<file path="src/rtl/agp32_mem_ctrl_if.sv">
// Backing-memory bus of the AGP32 memory controller: single outstanding
// request, one-cycle mem_ack completion with read data valid alongside.
interface agp32_mem_ctrl_if #(
  parameter int unsigned ADDR_W = 32
);
  logic              mem_req;
  logic              mem_we;
  logic [ADDR_W-1:0] mem_addr;
  logic [31:0]       mem_wdata;
  logic [3:0]        mem_wstrb;
  logic              mem_ack;
  logic [31:0]       mem_rdata;

  modport master (
    output mem_req, mem_we, mem_addr, mem_wdata, mem_wstrb,
    input  mem_ack, mem_rdata
  );

  modport slave (
    input  mem_req, mem_we, mem_addr, mem_wdata, mem_wstrb,
    output mem_ack, mem_rdata
  );
endinterface

</file>
<file path="src/rtl/agp32_mem_ctrl.sv">
// AGP32 memory controller: instruction fetch through a one-entry line buffer,
// data read/write to backing memory, ack timeout and interrupt acknowledge.
module agp32_mem_ctrl #(
  parameter int unsigned TIMEOUT = 255,
  parameter int unsigned ADDR_W  = 32
) (
  input  logic              clk,
  input  logic              rst_n,
  input  logic [2:0]        command,
  input  logic [ADDR_W-1:0] inst_addr,
  input  logic [ADDR_W-1:0] data_addr,
  input  logic [31:0]       data_wdata,
  input  logic [3:0]        data_wstrb,
  input  logic              interrupt_req,
  output logic              mem_start_ready,
  output logic              ready,
  output logic              hit,
  output logic [1:0]        error,
  output logic              interrupt_ack,
  output logic [31:0]       inst_rdata,
  output logic [31:0]       inst_rdata_cache,
  output logic [31:0]       data_rdata,
  agp32_mem_ctrl_if.master  mem
);

  typedef enum logic [1:0] {S_IDLE, S_FETCH, S_DATA} state_e;
  typedef enum logic [2:0] {
    CMD_NONE       = 3'd0,
    CMD_FETCH      = 3'd1,
    CMD_READ       = 3'd2,
    CMD_WRITE      = 3'd3,
    CMD_FETCH_READ = 3'd4
  } cmd_e;

  localparam logic [7:0] WAIT_LAST = 8'(TIMEOUT - 1);

  state_e            state_q, state_d;
  logic [2:0]        cmd_q;
  logic [ADDR_W-1:0] inst_addr_q, data_addr_q, buf_tag;
  logic [31:0]       wdata_q, buf_word;
  logic [3:0]        wstrb_q;
  logic              buf_valid, gap_q, irq_done;
  logic [7:0]        wait_cnt;
  logic              accept, legal, fetch_cmd, lookup_hit, is_write;
  logic              req_live, timed_out, fetch_done, data_done, irq_fire;

  always_comb begin
    accept     = (state_q == S_IDLE) && (command != CMD_NONE);
    legal      = (command <= CMD_FETCH_READ);
    fetch_cmd  = (command == CMD_FETCH) || (command == CMD_FETCH_READ);
    lookup_hit = buf_valid && (buf_tag == inst_addr);
    is_write   = (cmd_q == CMD_WRITE);
    // gap_q keeps mem_req low for one cycle between the fetch and data phases
    req_live   = (state_q != S_IDLE) && !gap_q;
    timed_out  = req_live && !mem.mem_ack && (wait_cnt == WAIT_LAST);
    fetch_done = (state_q == S_FETCH) && mem.mem_ack;
    data_done  = (state_q == S_DATA) && req_live && mem.mem_ack;
    irq_fire   = (state_q == S_IDLE) && interrupt_req && !irq_done;

    state_d         = state_q;
    mem.mem_req     = req_live;
    mem.mem_we      = 1'b0;
    mem.mem_addr    = '0;
    mem.mem_wdata   = '0;
    mem.mem_wstrb   = '0;
    mem_start_ready = (state_q == S_IDLE);
    ready           = (state_q == S_IDLE);

    unique case (state_q)
      S_IDLE: begin
        if (accept && legal) begin
          if (!fetch_cmd)                    state_d = S_DATA;
          else if (!lookup_hit)              state_d = S_FETCH;
          else if (command == CMD_FETCH_READ) state_d = S_DATA;
        end
      end
      S_FETCH: begin
        mem.mem_addr = inst_addr_q;
        if (mem.mem_ack)    state_d = (cmd_q == CMD_FETCH_READ) ? S_DATA : S_IDLE;
        else if (timed_out) state_d = S_IDLE;
      end
      S_DATA: begin
        if (req_live) begin
          mem.mem_addr  = data_addr_q;
          mem.mem_we    = is_write;
          mem.mem_wdata = is_write ? wdata_q : '0;
          mem.mem_wstrb = is_write ? wstrb_q : '0;
          if (mem.mem_ack || timed_out) state_d = S_IDLE;
        end
      end
      default: state_d = S_IDLE;
    endcase
  end

  always_ff @(posedge clk or negedge rst_n) begin
    if (!rst_n) state_q <= S_IDLE;
    else        state_q <= state_d;
  end

  always_ff @(posedge clk or negedge rst_n) begin
    if (!rst_n) begin
      cmd_q            <= '0;
      inst_addr_q      <= '0;
      data_addr_q      <= '0;
      wdata_q          <= '0;
      wstrb_q          <= '0;
      buf_tag          <= '0;
      buf_word         <= '0;
      buf_valid        <= 1'b0;
      gap_q            <= 1'b0;
      wait_cnt         <= '0;
      hit              <= 1'b0;
      error            <= 2'b00;
      inst_rdata       <= '0;
      inst_rdata_cache <= '0;
      data_rdata       <= '0;
      interrupt_ack    <= 1'b0;
      irq_done         <= 1'b0;
    end else begin
      gap_q <= fetch_done && (cmd_q == CMD_FETCH_READ);

      if (state_q == S_IDLE || state_d != state_q) wait_cnt <= '0;
      else if (req_live)                           wait_cnt <= wait_cnt + 8'd1;

      if (accept) begin
        if (legal) begin
          cmd_q       <= command;
          inst_addr_q <= inst_addr;
          data_addr_q <= data_addr;
          wdata_q     <= data_wdata;
          wstrb_q     <= data_wstrb;
          error       <= 2'b00;
          if (fetch_cmd) begin
            hit <= lookup_hit;
            if (lookup_hit) inst_rdata_cache <= buf_word;
          end
        end else begin
          error <= 2'b11;
        end
      end

      if (fetch_done) begin
        inst_rdata <= mem.mem_rdata;
        buf_word   <= mem.mem_rdata;
        buf_tag    <= inst_addr_q;
        buf_valid  <= 1'b1;
      end

      if (data_done) begin
        if (!is_write)                                 data_rdata <= mem.mem_rdata;
        else if (buf_valid && buf_tag == data_addr_q) buf_valid  <= 1'b0;
      end

      if (timed_out) error <= 2'b01;

      interrupt_ack <= irq_fire;
      irq_done      <= interrupt_req && (irq_done || irq_fire);
    end
  end

endmodule

</file>
<file path="src/flat_wrapper.sv">
// flat-port wrapper written by rule: the top's interface ports become plain ports
module agp32_mem_ctrl_flat 
#(
  parameter int unsigned TIMEOUT = 255,
  parameter int unsigned ADDR_W  = 32
)
  (clk, rst_n, command, inst_addr, data_addr, data_wdata, data_wstrb, interrupt_req, mem_start_ready, ready, hit, error, interrupt_ack, inst_rdata, inst_rdata_cache, data_rdata, mem_mem_req, mem_mem_we, mem_mem_addr, mem_mem_wdata, mem_mem_wstrb, mem_mem_ack, mem_mem_rdata);
  agp32_mem_ctrl_if #(.ADDR_W(ADDR_W)) mem_i ();
  input  logic clk;
  input  logic rst_n;
  input  logic [2:0] command;
  input  logic [ADDR_W-1:0] inst_addr;
  input  logic [ADDR_W-1:0] data_addr;
  input  logic [31:0] data_wdata;
  input  logic [3:0] data_wstrb;
  input  logic interrupt_req;
  output logic mem_start_ready;
  output logic ready;
  output logic hit;
  output logic [1:0] error;
  output logic interrupt_ack;
  output logic [31:0] inst_rdata;
  output logic [31:0] inst_rdata_cache;
  output logic [31:0] data_rdata;
  output wire logic [$bits(mem_i.mem_req)-1:0] mem_mem_req;
  output wire logic [$bits(mem_i.mem_we)-1:0] mem_mem_we;
  output wire logic [$bits(mem_i.mem_addr)-1:0] mem_mem_addr;
  output wire logic [$bits(mem_i.mem_wdata)-1:0] mem_mem_wdata;
  output wire logic [$bits(mem_i.mem_wstrb)-1:0] mem_mem_wstrb;
  input wire logic [$bits(mem_i.mem_ack)-1:0] mem_mem_ack;
  input wire logic [$bits(mem_i.mem_rdata)-1:0] mem_mem_rdata;
  assign mem_mem_req = mem_i.mem_req;
  assign mem_mem_we = mem_i.mem_we;
  assign mem_mem_addr = mem_i.mem_addr;
  assign mem_mem_wdata = mem_i.mem_wdata;
  assign mem_mem_wstrb = mem_i.mem_wstrb;
  assign mem_i.mem_ack = mem_mem_ack;
  assign mem_i.mem_rdata = mem_mem_rdata;
  agp32_mem_ctrl #(.TIMEOUT(TIMEOUT), .ADDR_W(ADDR_W)) u_core (.clk(clk), .rst_n(rst_n), .command(command), .inst_addr(inst_addr), .data_addr(data_addr), .data_wdata(data_wdata), .data_wstrb(data_wstrb), .interrupt_req(interrupt_req), .mem_start_ready(mem_start_ready), .ready(ready), .hit(hit), .error(error), .interrupt_ack(interrupt_ack), .inst_rdata(inst_rdata), .inst_rdata_cache(inst_rdata_cache), .data_rdata(data_rdata), .mem(mem_i));
endmodule
</file>
<file path="config.mk">
export PLATFORM = sky130hd
export DESIGN_NAME = agp32_mem_ctrl_flat
export DESIGN_NICKNAME = d
export VERILOG_FILES = /design/src/rtl/agp32_mem_ctrl_if.sv /design/src/rtl/agp32_mem_ctrl.sv /design/src/flat_wrapper.sv
export SDC_FILE = /design/constraint.sdc
export NUM_CORES = 1
export LEC_CHECK = 0
export CORE_AREA = 10 10 189 191
export DETAILED_ROUTE_END_ITERATION = 7
export DIE_AREA = 0 0 199 201
export HOLD_SLACK_MARGIN = 0.1
export SYNTH_ARGS = -nofsm -noshare
export SYNTH_HDL_FRONTEND = slang
export SYNTH_SLANG_ARGS = --single-unit
</file>
<file path="constraint.sdc">
create_clock -name clk -period 4.5 [get_ports clk]
set_clock_uncertainty 0.1 [all_clocks]
set_input_delay 0.9 -clock clk [delete_from_list [all_inputs] [get_ports clk]]
set_output_delay 0.9 -clock clk [all_outputs]
set_load 0.01 [all_outputs]
</file>
==> flow_results.org <==
** Outcome
- The flow ran to the end, and the final reports show no timing, DRC or antenna violations.

** Hold path
- The min-delay analysis places its worst path in the category reg2reg.

** Detailed routing
- Wire length per cell :: 21.4 µm
- Detailed-route wire length :: 33.3 mm
- The pre-antenna-repair detailed-routing pass consisted of 4 iterations.
- In this run the remaining antenna-violating nets after routing total 0.
- Detailed-route DRC error count :: 0
- Vias after detailed routing :: 7550
- The first routing iteration left 326 violations.
- Via/cell ratio :: 4.86

** Global routing
- The number of antenna violations at the first check in global routing was 2.
- For this run, the total global-route usage over all layers was measured as 0.161.
- For met1 alone, demand over resource in global routing was 0.215.
- Largest net degree at the start of global routing :: 118
- The total overflow left after global routing is 0.
- Via count of the first global-routing pass :: 7884
- Met3 capacity usage during global routing :: 0.0508
- For this run, global-route usage on met2 was measured as 0.253.
- Wire length of the first global-routing pass :: 50.6 mm
- Most Crowded Layer GR :: met2

** STA
- The routed design could run at a clock period as short as 4020 ps.
- For the final routed database, the setup TNS stands at 0 ps.
- Slew @ Worst Pin :: 983 ps
- In the finished design, the share of the clock period the worst path needs comes to 0.892.
- Final count of pins violating max slew :: 0
- Final worst-path setup slack :: 484 ps
- Setup violations, final :: 0
- Max Fclk :: 249 MHz
- The number of endpoints with negative hold slack in the final report is 0.
- Tightest slew margin relative to the limit :: 0.345
- RSZ-0062 raised after global routing :: false

** Setup path
- STA puts the critical path data required time at 3500 ps.
- First element of the critical path :: u_core.state_q[1]
- The critical path crosses 7 cells after its start point.
- Crit path buf inv count :: 3
- End point of the critical path :: mem_mem_addr[7]
- Slowest stage delay, CP :: 590 ps
- Worst reg2reg path startpoint :: u_core.state_q[1]
- Cell Chain, Critical Path :: inv_1 > ha_1 > nor3b_2 > buf_4 > a22oi_1 > nor2b_1 > clkdlybuf4s50_1
- Measured in cells, the most critical reg-to-reg path has a length of 8.
- Reg2Reg Capture Point :: u_core.inst_rdata_cache[30]
- The setup check on the worst reg-to-reg path leaves a slack of 1450 ps.
- Along the worst path, the maximum fanout reaches 33.
- STA classifies the critical path endpoint as an output port.
- Family of cells with the greatest summed delay on the critical path :: buffers and inverters
- Class of the most critical setup path :: reg2out
- CP max-delay cell :: clkdlybuf4s50_1
- At the worst endpoint, the arrival time is 3020 ps.
- STA classifies the critical path startpoint as a flop.

** Place
- Input/output buffers :: 310
- Post-Place Worst Slack :: 518 ps
- In this run, placement finished with an instance count of 1497.
- Routability-driven placement finished with a final weighted congestion of 0.773.
- Post-DP HPWL :: 24.3 mm
- Area after DPL :: 14700 µm²

** Floorplanning
- Height of the die :: 201 µm
- 311 I/O pins were placed.
- In this run the horizontal extent of the chip is 199 µm.
- For this configuration, the core starts out at a cell density of 0.346.
- Number of standard-cell rows in the floorplan :: 66
- Placeable Area :: 32000 µm²
- The floorplan step defined a die boundary enclosing 40000 µm².

** Cells and area
- In the final layout, flip-flops and latches occupy 6210 µm².
- Multi-input gate area in the final layout :: 4670 µm²
- After the last flow step, the layout net total stands at 1266.
- At the end of the flow the core is filled with cells to 0.493.
- In the final layout, the share of cells above drive strength 1 is 0.272.
- Number of filler instances in the final layout :: 2842
- Number of antenna cells inserted :: 0
- Area Growth Syn to Fin :: 42.5%
- Layout Cell Area excl Fill :: 15800 µm²
- The finished layout holds 1553 standard cells, fillers aside.

** Synth
- Dominant register cell in the synthesized netlist :: dfrtp_1
- Synthesis warning total :: 0
- Mapped Avg Cell Area :: 13.8 µm²
- Number of cells produced by synthesis :: 802
- The synthesized netlist occupies a cell area of 11100 µm².
- Async set-or-reset flop fraction in the synthesized netlist :: 1.00
- In this run, distinct cell masters in the synthesized netlist total 38.
- Mapped Nets :: 947
- Synthesis inferred 248 register bits.
- Share of synthesized area occupied by flip-flops and latches :: 0.560
- Number of flops mapped to enable cells by yosys :: 0

** CTS
- The number of gates resized after CTS was 0.
- The tree built by TritonCTS fans out to 248 sinks.
- After clock tree synthesis, the clock-pin slew on the worst setup and hold paths is 60 ps.
- Counting the buffers created by CTS gives 30.
- Root buffer selected by CTS :: clkbuf_16
- Post-CTS timing repair inserted 0 buffers for setup.
- Insertion delay of the later-clocked pin in the worst-skew pair :: 550 ps
- TritonCTS built the clock tree.
- Maximum level of the CTS H-tree :: 1
- Counting along the longest clock path gives a buffer depth of 3.
- Number of buffers added to fix hold violations after cts :: 0

** Power and ir drop
- Of the total power, registers draw 0.384.
- Power density cells :: 646 nW/µm²
- Of the total power, the clock network draws 0.254.
- Internal Dissipation :: 6.91 mW
- Leak pwr :: 6.61 nW
- Of the total power, the share spent switching nets is 0.322.
- Combinational share of power :: 0.362
- Summed over all nets, the switching power comes to 3.28 mW.
- Worst IR drop on VDD :: 0.000328 V

** Run
- Number of violations of the max-capacitance limit :: 0
-- synthesized netlist by cell type (2+ instances only) --
cell       count  area share
dfrtp_1      248        0.56
mux2_2       201        0.20
xor2_1        40       0.032
and2_1        36       0.020
clkbuf_1      36       0.012
nor2b_1       34       0.019
a22oi_1       32       0.022
xnor2_1       32       0.025
mux2_4        29       0.039
nor2_1        13      0.0044
nor3_1        13      0.0059
nand4_1       12      0.0068
nand2_1       11      0.0037
nor4_1         9      0.0051
a21oi_1        8      0.0036
ha_1           6      0.0068
inv_1          6      0.0020
o21ai_0        5      0.0023
nor3b_1        4      0.0027
buf_12         3      0.0054
o31ai_1        3      0.0020
nand3_1        2     0.00090
nand4bb_1      2      0.0020
o211ai_1       2      0.0014
or4_1          2      0.0014
-- stage by stage --
step	power (mW)	hold WS, ps
floorplan	5.85	302
detailed placement	7.70	319
finish	10.2	319
CTS	10.3	321
global route	10.8	343
global placement	7.64	310
-- registers in the layout (all words and copies together) (netlist names), 3 cells and up --
register and cells:
u_core.inst_rdata_cache 32, u_core.inst_rdata 32, u_core.buf_tag 32, u_core.data_addr_q 32, u_core.wstrb_q 4, u_core.wdata_q 32
u_core.wait_cnt 8, u_core.data_rdata 32, u_core.inst_addr_q 32, u_core.cmd_q 3
-- worst register-to-register path, stage by stage, from the launching register on --
cell,delay [ps]
dfrtp_1,460
inv_1,130
ha_1,180
buf_4,240
nor3b_2,270
inv_1,100
or4_2,710
buf_4,350
mux2_4,410
-- layout by cell type (no fill, tap or decap), types with 2 or more instances in the layout --
cell type / instances
xnor2_1: 32
mux2_4: 29
inv_1: 6
and2_1: 36
o31ai_1: 3
ha_1: 6
bufinv_16: 4
mux2_2: 201
clkinv_2: 5
o211ai_1: 2
clkbuf_8: 7
nor3_1: 13
nand4_1: 12
xor2_1: 40
buf_4: 15
buf_12: 4
nand4bb_1: 2
a22oi_1: 32
clkdlybuf4s50_1: 309
a21oi_1: 8
o21ai_0: 4
nor4_1: 9
nor2b_1: 34
nand3_1: 2
dfrtp_1: 248
clkbuf_16: 31
clkinvlp_4: 6
nor2_1: 13
nor3b_2: 3
nand2_1: 10
nor3b_1: 2
-- power groups by stage --
stage	clock network, mW	registers, mW	logic [mW]
6_report	2.59	3.92	3.69
5_1_grt	2.76	4.04	4.01
4_1_cts	2.66	3.91	3.77
3_5_place_dp	0	3.95	3.75
3_3_place_gp	0	3.92	3.72
2_1_floorplan	0	3.89	1.96
-- final cells by class --
cell class / count / area share
clock buffers: 39 / 0.0555
clock inverters: 17 / 0.0132
inverters: 6 / 0.00143
multi-input cells: 506 / 0.296
flip-flops and latches: 248 / 0.393
well taps: 408 / 0.0323
repair buffers: 329 / 0.209
-- layer usage --
layer	vias to the layer above	share of wire
met5	-	0.00081
li1	3479	-
met3	34	0.086
met2	265	0.45
met1	3768	0.45
met4	4	0.012
-- kinds of logic after synthesis --
logic type	after synthesis	synth area share
AOI/OAI and AO/OA	57	0.0362
muxes	230	0.244
xor gates and xnor gates	72	0.0569
buffers and inverters	48	0.0218
adders and majority gates	6	0.00677
DFF	248	0.560
and+or+nand+nor	141	0.0748
-- worst min-delay path by stage --
stage / start / endpoint / slack [ps] / depth (start not counted)
after floorplan: u_core.irq_done / u_core.interrupt_ack / 300 / 1
after CTS: u_core.irq_done / u_core.interrupt_ack / 320 / 1
after global routing: u_core.irq_done / u_core.interrupt_ack / 340 / 1
after detailed placement: u_core.irq_done / u_core.interrupt_ack / 320 / 1
final: u_core.irq_done / u_core.interrupt_ack / 320 / 1
after global placement: u_core.irq_done / u_core.interrupt_ack / 310 / 1
Power figures use the tool's default switching activity.
